### src/rtl/mem_stage.sv
// mem_stage: load/store stage with IDLE/WAIT handshake FSM and registered writeback.
// Optional MEM_STAGE_MISALIGN_CHECK_EN suppresses misaligned half/word accesses and flags them.
`ifndef INST_OP_WIDTH
`define INST_OP_WIDTH 2
`endif
`ifndef DATA_SIZE_WIDTH
`define DATA_SIZE_WIDTH 2
`endif
`ifndef EXTEND_TYPE_WIDTH
`define EXTEND_TYPE_WIDTH 1
`endif
module mem_stage #(
    parameter int ADDR_W = 16
) (
    input  logic                          clk,
    input  logic                          rst,
    input  logic                          mem_valid,
    input  logic                          mem_reg_we,
    input  logic [4:0]                    mem_drnum,
    input  logic [ADDR_W-1:0]             mem_addr,
    input  logic [31:0]                   mem_alu_result,
    input  logic [`INST_OP_WIDTH-1:0]     mem_inst_op,
    input  logic [`DATA_SIZE_WIDTH-1:0]   mem_data_size,
    input  logic [`EXTEND_TYPE_WIDTH-1:0] mem_extend_type,
    output logic                          dmem_req,
    output logic                          dmem_we,
    output logic [ADDR_W-1:0]             dmem_addr,
    output logic [31:0]                   dmem_wdata,
    output logic [3:0]                    dmem_be,
    input  logic                          dmem_ready,
    input  logic [31:0]                   dmem_rdata,
    output logic                          mem_stall,
    output logic                          wb_valid,
    output logic                          wb_reg_we,
    output logic [4:0]                    wb_drnum,
    output logic [31:0]                   wb_data
`ifdef MEM_STAGE_MISALIGN_CHECK_EN
    ,output logic                         mem_misaligned
`endif
);
    localparam logic [`INST_OP_WIDTH-1:0]     OP_LOAD  = 1;
    localparam logic [`INST_OP_WIDTH-1:0]     OP_STORE = 2;
    localparam logic [`DATA_SIZE_WIDTH-1:0]   SZ_B     = 0;
    localparam logic [`DATA_SIZE_WIDTH-1:0]   SZ_H     = 1;
    localparam logic [`DATA_SIZE_WIDTH-1:0]   SZ_W     = 2;
    localparam logic [`EXTEND_TYPE_WIDTH-1:0] EXT_SIGN = 1;
    typedef enum logic {IDLE, WAIT} state_t;
    state_t state, state_n;
    logic [ADDR_W-1:0]             h_addr, c_addr;
    logic [31:0]                   h_data, c_data, ld_data;
    logic [`INST_OP_WIDTH-1:0]     h_op, c_op;
    logic [`DATA_SIZE_WIDTH-1:0]   h_size, c_size;
    logic [`EXTEND_TYPE_WIDTH-1:0] h_ext, c_ext;
    logic [4:0]                    h_drnum, c_drnum;
    logic                          h_reg_we, c_reg_we;
    logic                          w, is_ls, mis, is_mem, acc, c_ld, sx;
    logic [7:0]                    rb;
    logic [15:0]                   rh;
    assign w     = state == WAIT;
    assign is_ls = mem_valid && (mem_inst_op == OP_LOAD || mem_inst_op == OP_STORE);
`ifdef MEM_STAGE_MISALIGN_CHECK_EN
    assign mis = is_ls && ((mem_data_size == SZ_H && mem_addr[0]) ||
                           (mem_data_size == SZ_W && mem_addr[1:0] != 2'b00));
`else
    assign mis = 1'b0;
`endif
    assign is_mem   = is_ls && !mis;
    assign acc      = w || is_mem;
    // While waiting, every request field comes from the hold registers so upstream changes are ignored.
    assign c_addr   = w ? h_addr   : mem_addr;
    assign c_data   = w ? h_data   : mem_alu_result;
    assign c_op     = w ? h_op     : mem_inst_op;
    assign c_size   = w ? h_size   : mem_data_size;
    assign c_ext    = w ? h_ext    : mem_extend_type;
    assign c_drnum  = w ? h_drnum  : mem_drnum;
    assign c_reg_we = w ? h_reg_we : mem_reg_we;
    assign c_ld     = c_op == OP_LOAD;
    always_comb begin
        state_n    = w ? (dmem_ready ? IDLE : WAIT) : (is_mem && !dmem_ready ? WAIT : IDLE);
        dmem_req   = !rst && acc;
        mem_stall  = dmem_req && !dmem_ready;
        dmem_we    = dmem_req && c_op == OP_STORE;
        dmem_addr  = {c_addr[ADDR_W-1:2], 2'b00};
        dmem_wdata = c_size == SZ_B ? {4{c_data[7:0]}} : c_size == SZ_H ? {2{c_data[15:0]}} : c_data;
        dmem_be    = c_size == SZ_B ? 4'b0001 << c_addr[1:0] :
                     c_size == SZ_H ? (c_addr[1] ? 4'b1100 : 4'b0011) : 4'b1111;
        rb         = 8'(dmem_rdata >> {c_addr[1:0], 3'b000});
        rh         = c_addr[1] ? dmem_rdata[31:16] : dmem_rdata[15:0];
        sx         = c_ext == EXT_SIGN;
        ld_data    = c_size == SZ_B ? {{24{sx && rb[7]}}, rb} :
                     c_size == SZ_H ? {{16{sx && rh[15]}}, rh} : dmem_rdata;
    end
    always_ff @(posedge clk or posedge rst) begin
        if (rst) state <= IDLE;
        else     state <= state_n;
    end
    always_ff @(posedge clk or posedge rst) begin
        if (rst) begin
            h_addr   <= '0;
            h_data   <= '0;
            h_op     <= '0;
            h_size   <= '0;
            h_ext    <= '0;
            h_drnum  <= '0;
            h_reg_we <= 1'b0;
        end else if (!w && is_mem) begin
            h_addr   <= mem_addr;
            h_data   <= mem_alu_result;
            h_op     <= mem_inst_op;
            h_size   <= mem_data_size;
            h_ext    <= mem_extend_type;
            h_drnum  <= mem_drnum;
            h_reg_we <= mem_reg_we;
        end
    end
    always_ff @(posedge clk or posedge rst) begin
        if (rst) begin
            wb_valid       <= 1'b0;
            wb_reg_we      <= 1'b0;
            wb_drnum       <= '0;
            wb_data        <= '0;
`ifdef MEM_STAGE_MISALIGN_CHECK_EN
            mem_misaligned <= 1'b0;
`endif
        end else begin
            wb_valid       <= acc ? dmem_ready : mem_valid;
            wb_reg_we      <= acc ? dmem_ready && c_ld && c_reg_we : mem_valid && mem_reg_we && !mis;
            wb_drnum       <= c_drnum;
            wb_data        <= acc && c_ld ? ld_data : c_data;
`ifdef MEM_STAGE_MISALIGN_CHECK_EN
            mem_misaligned <= mis;
`endif
        end
    end
endmodule

### config.mk
export PLATFORM = sky130hd
export DESIGN_NAME = mem_stage
export DESIGN_NICKNAME = d
export VERILOG_FILES = /design/src/rtl/mem_stage.sv
export SDC_FILE = /design/constraint.sdc
export NUM_CORES = 1
export LEC_CHECK = 0
export CORE_MARGIN = 2
export CORE_UTILIZATION = 45
export CTS_BUF_LIST = sky130_fd_sc_hd__clkbuf_8
export DETAILED_ROUTE_END_ITERATION = 10
export GPL_ROUTABILITY_DRIVEN = 0
export GPL_TIMING_DRIVEN = 1
export HOLD_SLACK_MARGIN = 0.02
export MAX_ROUTING_LAYER = met4
export PLACE_DENSITY_LB_ADDON = 0.2
export SKIP_LAST_GASP = 1
export SLEW_MARGIN = 20
export SYNTH_ARGS = -nofsm -noshare
export SYNTH_HDL_FRONTEND = slang
export SYNTH_SLANG_ARGS = --single-unit
export TNS_END_PERCENT = 5
### constraint.sdc
create_clock -name clk -period 5.5 [get_ports clk]
set_input_delay 0.825 -clock clk [delete_from_list [all_inputs] [get_ports clk]]
set_output_delay 0.825 -clock clk [all_outputs]
set_load 0.1 [all_outputs]
# == Word level (Yosys, flattened, before mapping) ==
# Cells that the tools add are included.
# word_totals
register_bits,99
input_bits,95
latchBits,0
memories,0
mem_bits_rw,0
mem_bits_ro,0
word_cells,58
# op_classes
magnitude_cmp,0
div,0
n_mul,0
n_eq_ne,5
shift,2
n_reduce_logical,18
n_mux,21
add_sub_neg,0
bitwise_logic,0
# ops
operator,count
$mux 32,6
$mux 16,2
$shr 32x5->8,1
$logic_and 1x1->1,12
$mux 4,3
$mux 1,7
$eq 2x1->1 const B,3
$mux 5,1
$eq 2x2->1 const B,2
$mux 2,2
$shl 1x2->4 const A,1
$logic_not 1->1,3
$logic_not 2->1,1
$logic_or 1x1->1,2

# == Longest topological paths before layout ==
# Gate-level depths: netlist (run 1).
# logic_depth
word_depth,6
ltp_mapped,9
mapped_depth_nobuf,4

# == Worst setup path before layout (run 1) ==
# OpenSTA, ideal clock, no wires.
# synth_path
kind,reg2out
from,register state
to,output port dmem_we
slack_ns,1.208
t_required_ns,4.675
n_path_buf,6
arrival_ns,3.467
stages_incl_launch_ff,10
path_cell_list,dfrtp_1 -> buf_6 -> buf_6 -> buf_6 -> buf_6 -> buf_6 -> buf_4 -> nor3b_1 -> a31oi_1 -> nor3_1
# synth_via
elab_chain_cells,3
elab_cells_between_ends,5
cone_classes,eq/ne: 1; mux: 1; reduce/logical: 3
# synth_lines
item,line,text
"start, declared",48,"state_t state, state_n;"
"start signal, assigned",95,else state <= state_n;
$mux 2 / $logic_or 1x1->1 (equally long branches),"72, 68",
$eq 2x2->1 / $logic_and 1x1->1 (equally long branches),"82, 80",
$logic_and 1x1->1 *,82,dmem_we = dmem_req && c_op == OP_STORE;
"end, declared",26,"output logic dmem_we,"
# Mark *: on every way between the ends. The rest lies on a longest branch, timed or not.

# == Worst setup path in the final report (run 1) ==
# layout_path
from,input port mem_data_size[0]
to,output port dmem_wdata[31]
# layout_via
elab_chain_cells,4
elab_cells_between_ends,5
cone_classes,eq/ne: 1; mux: 3; reduce/logical: 1
# layout_lines
item,line,text
"start, declared",23,"input logic [`DATA_SIZE_WIDTH-1:0] mem_data_size,"
$mux 2 *,73,assign c_size = w ? h_size : mem_data_size;
$eq 2x1->1,84,dmem_wdata = c_size == SZ_B ? {4{c_data[7:0]}} : c_size == SZ_H ? {2{c_data[15:0]}} : c_data;
$mux 32,84,
$mux 32 *,84,
"end, declared",28,"output logic [31:0] dmem_wdata,"
# Marks and branches as above.

==> results of run 1 <==
cell families (layout without fill, tap and decap cells):
group | count (synthesis) | after routing | synth area share [%]
AND/OR/NAND/NOR | 117 | 117 | 11.1
multiplexers | 115 | 115 | 23.4
AO/OA/AOI/OAI | 111 | 111 | 14.8
flip-flops | 99 | 99 | 45.1
buffers and inverters | 46 | 215 | 5.35
other | 1 | 2 | 0.0682
XOR/XNOR | 1 | 1 | 0.159
flip-flops by register name, indices dropped and copies added (netlist names):
| signal | count |
|---|---|
| h_drnum | 5 |
| state | 1 |
| h_reg_we | 1 |
| h_data | 32 |
| h_ext | 1 |
| h_addr | 16 |
| wb_data | 32 |
| h_op | 2 |
| wb_drnum | 5 |
| wb_reg_we | 1 |
| h_size | 2 |
| wb_valid | 1 |
layout make-up:
class / count / area [um2]
multi-input cells: 346 / 2730
fillers: 1013 / 4470
clock buffers: 10 / 138
flip-flops and latches: 99 / 2480
well taps: 147 / 184
clock inverters: 6 / 81.3
inverters: 5 / 21.3
repair buffers: 194 / 1860
worst max-delay path: stages:
cell	delay [ps]
clkdlybuf4s50_1	500
nor3b_1	190
a31oi_1	720
o221ai_1	270
clkdlybuf4s50_1	1020
synthesized netlist by cell type (4+ instances only):
cell type,count,area share [%]
a222oi_1,7,1.3
o21ai_0,8,0.73
a41oi_1,7,1.1
mux2_2,89,18
a32oi_1,12,1.9
nand2_1,23,1.6
buf_4,5,0.68
a31oi_1,15,1.7
a41o_1,7,1.3
nand3b_1,4,0.55
buf_6,11,2.3
dfrtp_1,99,45
nor2_1,33,2.3
and3_1,6,0.68
a221o_1,5,0.91
clkbuf_1,7,0.48
buf_2,14,1.3
mux2i_1,20,3.6
mux2_1,4,0.82
a21oi_1,35,3.2
nor3b_1,4,0.55
nand3_1,20,1.8
inv_1,5,0.34
nor3_1,10,0.91
per-layer routing:
layer,track usage [%],wire [um],vias up
met3,3.60,1380,42
met4,10.8,463,0
met1,34.0,6740,2364
li1,-,-,2172
met5,-,0,-
met2,41.1,8100,307
final timing paths:
path	slack [ps]	end	start	cells past startpoint
min	510	h_reg_we$_DFFE_PP0P_	h_reg_we$_DFFE_PP0P_	1
max in group asynchronous	3480	wb_data[31]$_DFF_PP0_	rst	3
min reg2reg	510	h_reg_we$_DFFE_PP0P_	h_reg_we$_DFFE_PP0P_	1
max reg2reg	2520	wb_data[3]$_DFF_PP0_	state$_DFF_PP0_	5
max	1150	dmem_wdata[31]	mem_data_size[0]	5
min in group asynchronous	1050	state$_DFF_PP0_	rst	2
cell usage in the layout, fill, tap and decap left out, types with 12 or more instances in the layout:
cell             synthesis  layout
a31oi_1                 15      15
mux2i_1                 20      20
mux2_2                  89      89
a32oi_1                 12      12
nand2_1                 23      22
clkdlybuf4s50_1          0     160
a21oi_1                 35      35
buf_4                    5      34
nor2_1                  33      33
nand3_1                 20      20
dfrtp_1                 99      98
through the flow:
| step | cell area, um2 | total power, mW | worst slack, ps | hold WS [ps] |
|---|---|---|---|---|
| after global routing | 7490 | 3.21 | 1000 | 522 |
| after CTS | 7490 | 3.11 | 1170 | 509 |
| after global placement | 7270 | 2.57 | 1280 | 481 |
| after detailed placement | 7270 | 2.60 | 1170 | 481 |
| after floorplan | 5500 | 2.21 | 1210 | 474 |
| final | 7490 | 3.11 | 1150 | 508 |
report_power, final:
part           leakage, nW  internal, mW  total, mW  switching [mW]
registers             1.16         0.880      0.960          0.0806
logic                 1.81         0.449       1.63            1.18
clock network        0.119         0.266      0.518           0.252
total                 3.09          1.59       3.11            1.51
==> implementation parameters, run 1 <==
Parameter                              Value

Critical path
  Critical path peak fanout    9
  Data required, critical path    ~4700 ps
  Category of the critical setup timing path    in -> out
  Critical path endpoint category    output port
  Data arrival time at the worst-slack endpoint    3520 ps
  Crit path launch type    input pin

Route
  Number of DRC violations after detailed-routing iteration 0    a little over 500
  Post-route DRC violation count    0
  Count of antenna-violating nets left after detailed routing    0
  Via count    approximately 4,900
  Drt total wl    between 15 and 20 mm
  Post-DR wirelength/cell    20.7 um
  Vias/cell    slightly above 6
  First-pass iteration count of the detailed router    6

Clocking
  CTS tree    yes
  Root buffer selected by CTS    clkbuf_8
  Clock buffers created by TritonCTS    9
  Buffers inserted by post-CTS timing repair    0
  CTS Sinks    99
  Post_cts resized    0
  Skew-Pair Late Insertion Delay    around 360 ps
  Clock-pin slew on the worst setup and hold paths    about 90 ps
  H-tree Lvls    3
  Number of hold buffers added after cts    0
  Worst-case clock buffer depth    2

Final layout
  Core Util, Final    between 60% and 70%
  Antenna cell count    0
  Layout area overhead    36.3%
  Share of final-layout standard cells stronger than drive strength 1    a little under a quarter
  Number of nets at the end of the flow    750
  Non-filler cells in the finished layout    between 800 and 900

Place
  Count of buffers inserted at the top-level ports    ~190
  Placed Cells incl. Taps    just under 800
  Detailed placement HPWL    around 12 mm

Run
  Max-cap viol count    0

Die
  Starting density of the core    between 40% and 50%
  Top-level I/O count    189
  Area enclosed by the die boundary    between 10,000 and 15,000 um2
  Placement Rows    40
  Die Wd    between 100 and 150 um
  Placeable Area    approximately 12,000 um2
  Overall die height    ~110 um

Power and ir drop
  Maximum VDD drop    roughly 0.18 mV
  Leakage power total    3.09 nW
  Power Dens Cells    approximately 410 nW/um2

Global routing
  Antenna violations before repair    0
  Global-route wire length before repair    25.6 mm
  Number of global-route vias before repair    between 4,000 and 5,000
  Total Routing Usage GR    a little over a quarter
  Pin count of the biggest net entering global routing    66
  Global route overflow    0

Logic synthesis
  Post-synth cell types    55
  Cell count after synthesis    ~500
  Flops & latches, synth    99
  Post-Syn Area per Cell    11.2 um2
  FFs w/ async S/R, synth    100%
  YS warnings    0
  Count of flip-flops with a built-in enable after synthesis    0
  Syn Std Cell Area    5500 um2
  Seq/Total Area, Yosys    a little under half
  Ys flop type    dfrtp_1

Timing
  Highest attainable clock frequency    230 MHz
  Clock skew    7.26 ps
  Setup TNS    0 ps
  Number of failing setup endpoints in the final timing report    0
  Slew at the pin closest to its max-slew limit    about 1000 ps
  Count of pins over their slew limit    0
  Slew Limit Headroom    31.0%
  Share of the clock period used by the worst path    about four fifths
  Unrepaired setup endpoints after global routing    false
  Final Hold Fails    0
  Minimum clock period    about 4300 ps

Outcome
  Outcome    finished clean

Worst hold path
  Worst hold path class    reg -> reg
No activity file was read; power rests on OpenSTA's default activity.
==> run 2, diff against run 1 <==
CORE_UTILIZATION = 43   (was 45)
clock period = 3.55 ns   (was 5.5 ns; I/O delays follow)
==> run 2 against run 1 <==
Cell area increased by 5.0%. Sequential power increased by 55%. Worst hold slack about the same. Sequential share of layout area decreased by 1.6 points. Register-to-register slack got worse by 1700 ps. Clock power increased by 56%.
==> implementation parameters, run 2 (same netlist as run 1, synthesis figures left out) <==
Parameter                              Value

Final layout
  Number of nets at the end of the flow    756
  Layout area overhead    43.2%
  Number of filler cells placed in the layout    1,041
  Antenna cell count    0
  Leading cell type in the layout, fill and taps excluded    clkdlybuf4s50_1
  Share of final-layout standard cells stronger than drive strength 1    ~29%
  Core Util, Final    a little over three fifths
  Top Registers    h_data (32), wb_data (32), h_addr (16)
  Area taken by flip-flops and latches    about 2500 um2
  Most frequent cells in the layout    clkdlybuf4s50_1 (133), dfrtp_1 (98), mux2_2 (89), buf_4 (38), a21oi_1 (35)
  Combined area of the multi-input logic cells    2740 um2

Timing
  Count of pins over their slew limit    0
  Slew Limit Headroom    31.4%
  Final Hold Fails    0
  Clock skew    about 6.5 ps
  Unrepaired setup endpoints after global routing    false
  Minimum clock period    roughly 3300 ps
  Highest attainable clock frequency    303 MHz
  Slew at the pin closest to its max-slew limit    1030 ps
  Share of the clock period used by the worst path    ~93%
  Number of failing setup endpoints in the final timing report    0

Critical path
  Cell-by-cell trace of the critical path    nor3b_1 -> or2_1 -> mux2_4 -> a2bb2oi_1 -> buf_12
  R2R setup slack    between 800 and 900 ps
  R2r startpoint    state$_DFF_PP0_
  Critical path endpoint category    output port
  Critical Path Slowest Stage Cell    dfrtp_4
  Crit Reg-Reg Endpoint    wb_data[29]$_DFF_PP0_
  Crit path launch type    flop
  Critical path peak fanout    40
  Category of the critical setup timing path    reg -> out
  Largest stage delay, worst path    770 ps
  Reg2Reg Depth    5
  Data required, critical path    3020 ps
  Data arrival time at the worst-slack endpoint    between 2000 and 3000 ps

Clocking
  Clock-pin slew on the worst setup and hold paths    90 ps
  Clock buffers created by TritonCTS    9
  CTS tree    yes
  CTS Sinks    around 100
  Buffers inserted by post-CTS timing repair    0
  Worst-case clock buffer depth    2
  Skew-Pair Late Insertion Delay    around 380 ps
  H-tree Lvls    3
  Number of hold buffers added after cts    0
  Post_cts resized    0
  Root buffer selected by CTS    clkbuf_8

Route
  Drt total wl    roughly 18 mm
  Via count    around 5,000
  Post-route DRC violation count    0
  Count of antenna-violating nets left after detailed routing    0
  First-pass iteration count of the detailed router    5
  Vias/cell    5.86
  Number of DRC violations after detailed-routing iteration 0    443
  Post-DR wirelength/cell    approximately 21 um

Global routing
  Pin count of the biggest net entering global routing    64
  Antenna violations before repair    0
  Number of global-route vias before repair    around 5,100
  Global-route wire length before repair    ~27 mm
  Total Routing Usage GR    a little over a quarter
  Global route overflow    0

Die
  Overall die height    around 120 um
  Starting density of the core    around 44%
  Placeable Area    approximately 13,000 um2
  Top-level I/O count    189
  Die Wd    117 um
  Placement Rows    41
  Area enclosed by the die boundary    around 14,000 um2

Power and ir drop
  Overall power    between 5 and 6 mW
  Leakage power total    around 3.3 nW
  Power Dens Cells    ~640 nW/um2
  Maximum VDD drop    between 0.3 and 0.4 mV

Worst hold path
  HP Start    h_data[31]$_DFFE_PP0P_
  WHS Path Cells    1
  Hold Crit Endpoint    h_data[31]$_DFFE_PP0P_
  Worst hold path class    reg -> reg

Place
  Count of buffers inserted at the top-level ports    186
  Detailed placement HPWL    between 10 and 15 mm

Outcome
  Outcome    finished clean

Run
  Max-cap viol count    0
run 2: changes by cell type in the layout (fill, tap and decap cells not counted), sizes merged:
cell,before,now
clkinvlp,0,1
inv,7,6
clkbuf,10,9
clkinv,2,3
buf,34,67
clkdlybuf4s50,160,133
run 2: worst max-delay path: cells and delay by family, from the launching register on:
kind / cells / cell delay, ps
compound gates: 1 / 270
buf+inv: 1 / 220
mux: 1 / 260
simple gates: 2 / 860
flops: 1 / 770
run 2: per-layer routing:
layer / track usage [%] / vias up / routed length (um)
li1: - / 2183 / -
met1: 33.9 / 2379 / 7160
met2: 44.7 / 293 / 8640
met3: 4.02 / 56 / 1320
met4: 11.4 / 0 / 595
met5: - / - / 0
run 2: worst max path at each step:
stage	start	end	slack (ps)	cells after the start
CTS	state$_DFF_PP0_	dmem_wdata[29]	210	5
detailed placement	mem_data_size[0]	dmem_wdata[29]	530	6
floorplan	state$_DFF_PP0_	dmem_wdata[29]	-400	6
global placement	mem_data_size[0]	dmem_wdata[29]	600	6
finish	state$_DFF_PP0_	dmem_wdata[29]	250	5
global route	state$_DFF_PP0_	dmem_wdata[29]	90	5
run 2: area by class of cell:
class / count / area share (%)
multi-input cells: 346 / 34.8
flip-flops and latches: 99 / 31.5
repair buffers: 200 / 27.9
well taps: 172 / 2.74
clock buffers: 9 / 1.57
clock inverters: 7 / 1.19
inverters: 5 / 0.270
run 2: through the flow:
step / hold slack [ps] / TNS (ps) / worst slack [ps] / std cells / cell area [um2]
final: 508 / 0 / 250 / 838 / 7870
after floorplan: 474 / -1320 / -401 / 491 / 5500
after global placement: 480 / 0 / 602 / 822 / 7650
after detailed placement: 487 / 0 / 532 / 822 / 7650
after global routing: 519 / 0 / 91.8 / 838 / 7870
after CTS: 509 / 0 / 212 / 838 / 7870
run 2: report_power, final:
part	switching [mW]	total, mW	leakage [nW]	internal [mW]
logic	1.87	2.71	2.01	0.846
clock network	0.413	0.809	0.111	0.396
registers	0.129	1.49	1.16	1.36
total	2.41	5.01	3.27	2.61
==> run 3, diff against run 2 <==
PLACE_DENSITY = 0.77   (was not set)
PLACE_DENSITY_LB_ADDON = not set   (was 0.2)
==> run 3 against run 2 <==
Worst hold slack worse by 1.2 ps. Clock power fell by 22%. Largest power group unchanged. Utilization shrank 0.42 points.
==> implementation parameters, run 3 (same netlist as run 1, synthesis figures left out) <==
Parameter                              Value

Timing
  Highest attainable clock frequency    ~320 MHz
  Count of pins over their slew limit    0
  Setup TNS    0 ps
  Slew Limit Headroom    29.6%
  Clock skew    roughly 21 ps
  Number of failing setup endpoints in the final timing report    0
  Share of the clock period used by the worst path    between 80% and 90%
  Minimum clock period    ~3200 ps
  Smallest hold slack    just over 500 ps
  Slew at the pin closest to its max-slew limit    roughly 1100 ps
  Unrepaired setup endpoints after global routing    false
  Final Hold Fails    0

Route
  Count of antenna-violating nets left after detailed routing    0
  First-pass iteration count of the detailed router    5
  Detailed-routing wirelength on met1    slightly below 7 mm
  Wire length on met3    roughly 1.8 mm
  Post-DR wirelength/cell    roughly 20 um
  Via count    slightly below 5,000
  Post-route DRC violation count    0
  Uppermost signal routing layer after detailed routing    met4
  Drt total wl    around 17 mm
  Met2 WL post-DR    between 8 and 9 mm
  Number of DRC violations after detailed-routing iteration 0    between 400 and 500
  Vias/cell    5.78

Final layout
  Most frequent cells in the layout    clkdlybuf4s50_1 (133), dfrtp_1 (98), mux2_2 (89), a21oi_1 (35), buf_4 (35)
  Share of final-layout standard cells stronger than drive strength 1    roughly 28%
  Non-filler cells in the finished layout    roughly 840
  Number of nets at the end of the flow    754
  Antenna cell count    0
  Layout area overhead    42.2%
  Leading cell type in the layout, fill and taps excluded    clkdlybuf4s50_1
  Top Registers    h_data (32), wb_data (32), h_addr (16)
  Non-Filler Cell Area, Final    about 8000 um2
  Number of filler cells placed in the layout    between 900 and 1,000

Clocking
  Clock buffers created by TritonCTS    9
  Number of hold buffers added after cts    0
  Skew-Pair Late Insertion Delay    approximately 380 ps
  CTS tree    yes
  Post_cts resized    0
  Clock-pin slew on the worst setup and hold paths    about 90 ps
  Buffers inserted by post-CTS timing repair    0
  Worst-case clock buffer depth    2
  Root buffer selected by CTS    clkbuf_8
  CTS Sinks    99
  H-tree Lvls    3

Power and ir drop
  Power Dens Cells    619 nW/um2
  Clock Power Share    13.0%
  Internal Pwr Total    roughly 2.5 mW
  Maximum VDD drop    0.386 mV
  Share of total power in combinational logic    between 50% and 60%
  Leakage power total    ~3.3 nW
  Portion of total power attributed to sequential cells    30.7%
  Switching power share of the total    about half
  Switching component of the power    2.38 mW

Global routing
  Antenna violations before repair    0
  Pin count of the biggest net entering global routing    57
  Global-route wire length before repair    ~26 mm
  Number of global-route vias before repair    approximately 4,900
  Global route overflow    0
  Total Routing Usage GR    26.2%

Die
  Top-level I/O count    between 150 and 200
  Placeable Area    12,600 um2
  Area enclosed by the die boundary    13,700 um2
  Die Wd    approximately 120 um
  Placement Rows    about 40
  Overall die height    117 um
  Starting density of the core    between 40% and 50%

Critical path
  Data required, critical path    between 3000 and 4000 ps
  Critical path peak fanout    48
  Data arrival time at the worst-slack endpoint    2630 ps
  Crit path launch type    flop
  Cell-by-cell trace of the critical path    buf_12 -> mux2_2 -> mux2_4 -> a2bb2oi_1 -> buf_12
  Largest stage delay, worst path    approximately 740 ps
  Critical Path Slowest Stage Cell    dfrtp_4
  CP dominant cell by count    buf_12
  Category of the critical setup timing path    reg -> out
  Critical path endpoint category    output port

Place
  Placed Cells incl. Taps    820
  Detailed placement HPWL    13.1 mm
  Count of buffers inserted at the top-level ports    186
  Cell Area, Placed    7650 um2

Run
  Max-cap viol count    0

Outcome
  Outcome    finished clean

Worst hold path
  Worst hold path class    reg -> reg
run 3: critical path: cells and delay by family, from the launching register on:
kind	cells	cell delay, ps
compound gates	1	180
flops	1	740
buf+inv	2	530
mux	2	770
run 3: per-layer routing:
layer	GRT usage (%)	up-vias
li1	-	2176
met5	-	-
met1	33.2	2340
met2	40.1	288
met3	7.57	25
met4	9.73	0
run 3: cell type report:
class	instances	area, um2	area share, %
Timing Repair Buffer	198	2190	28.1
Tap cell	172	215	2.75
Clock inverter	7	38.8	0.496
Inverter	5	21.3	0.272
Sequential cell	99	2480	31.7
Multi-Input combinational cell	346	2740	35.1
Clock buffer	9	124	1.59
run 3: metrics by stage:
step / total power [mW] / util (%) / setup WS (ps)
finish: 4.84 / 62.2 / 390
floorplan: 3.42 / - / -401
detailed placement: 4.22 / 60.8 / 617
global route: 5.04 / 62.2 / 303
global placement: 4.17 / 60.8 / 677
CTS: 4.86 / 62.1 / 381
run 3: worst paths after layout:
check,start,endpoint,slack [ps],depth (start not counted)
min in group asynchronous,rst,wb_valid$_DFF_PP0_,700,2
min reg2reg,h_data[13]$_DFFE_PP0P_,h_data[13]$_DFFE_PP0P_,510,1
max reg2reg,state$_DFF_PP0_,wb_data[3]$_DFF_PP0_,900,5
min,h_data[13]$_DFFE_PP0P_,h_data[13]$_DFFE_PP0P_,510,1
max,state$_DFF_PP0_,dmem_wdata[29],390,5
max in group asynchronous,rst,h_data[11]$_DFFE_PP0P_,2090,3
run 3: power by group through the flow:
stage	Sequential, mW	Combinational [mW]	Clock [mW]
floorplan	2.06	1.36	0
global placement	1.49	2.68	0
detailed placement	1.51	2.72	0
CTS	1.49	2.72	0.653
global route	1.52	2.82	0.701
finish	1.49	2.72	0.630
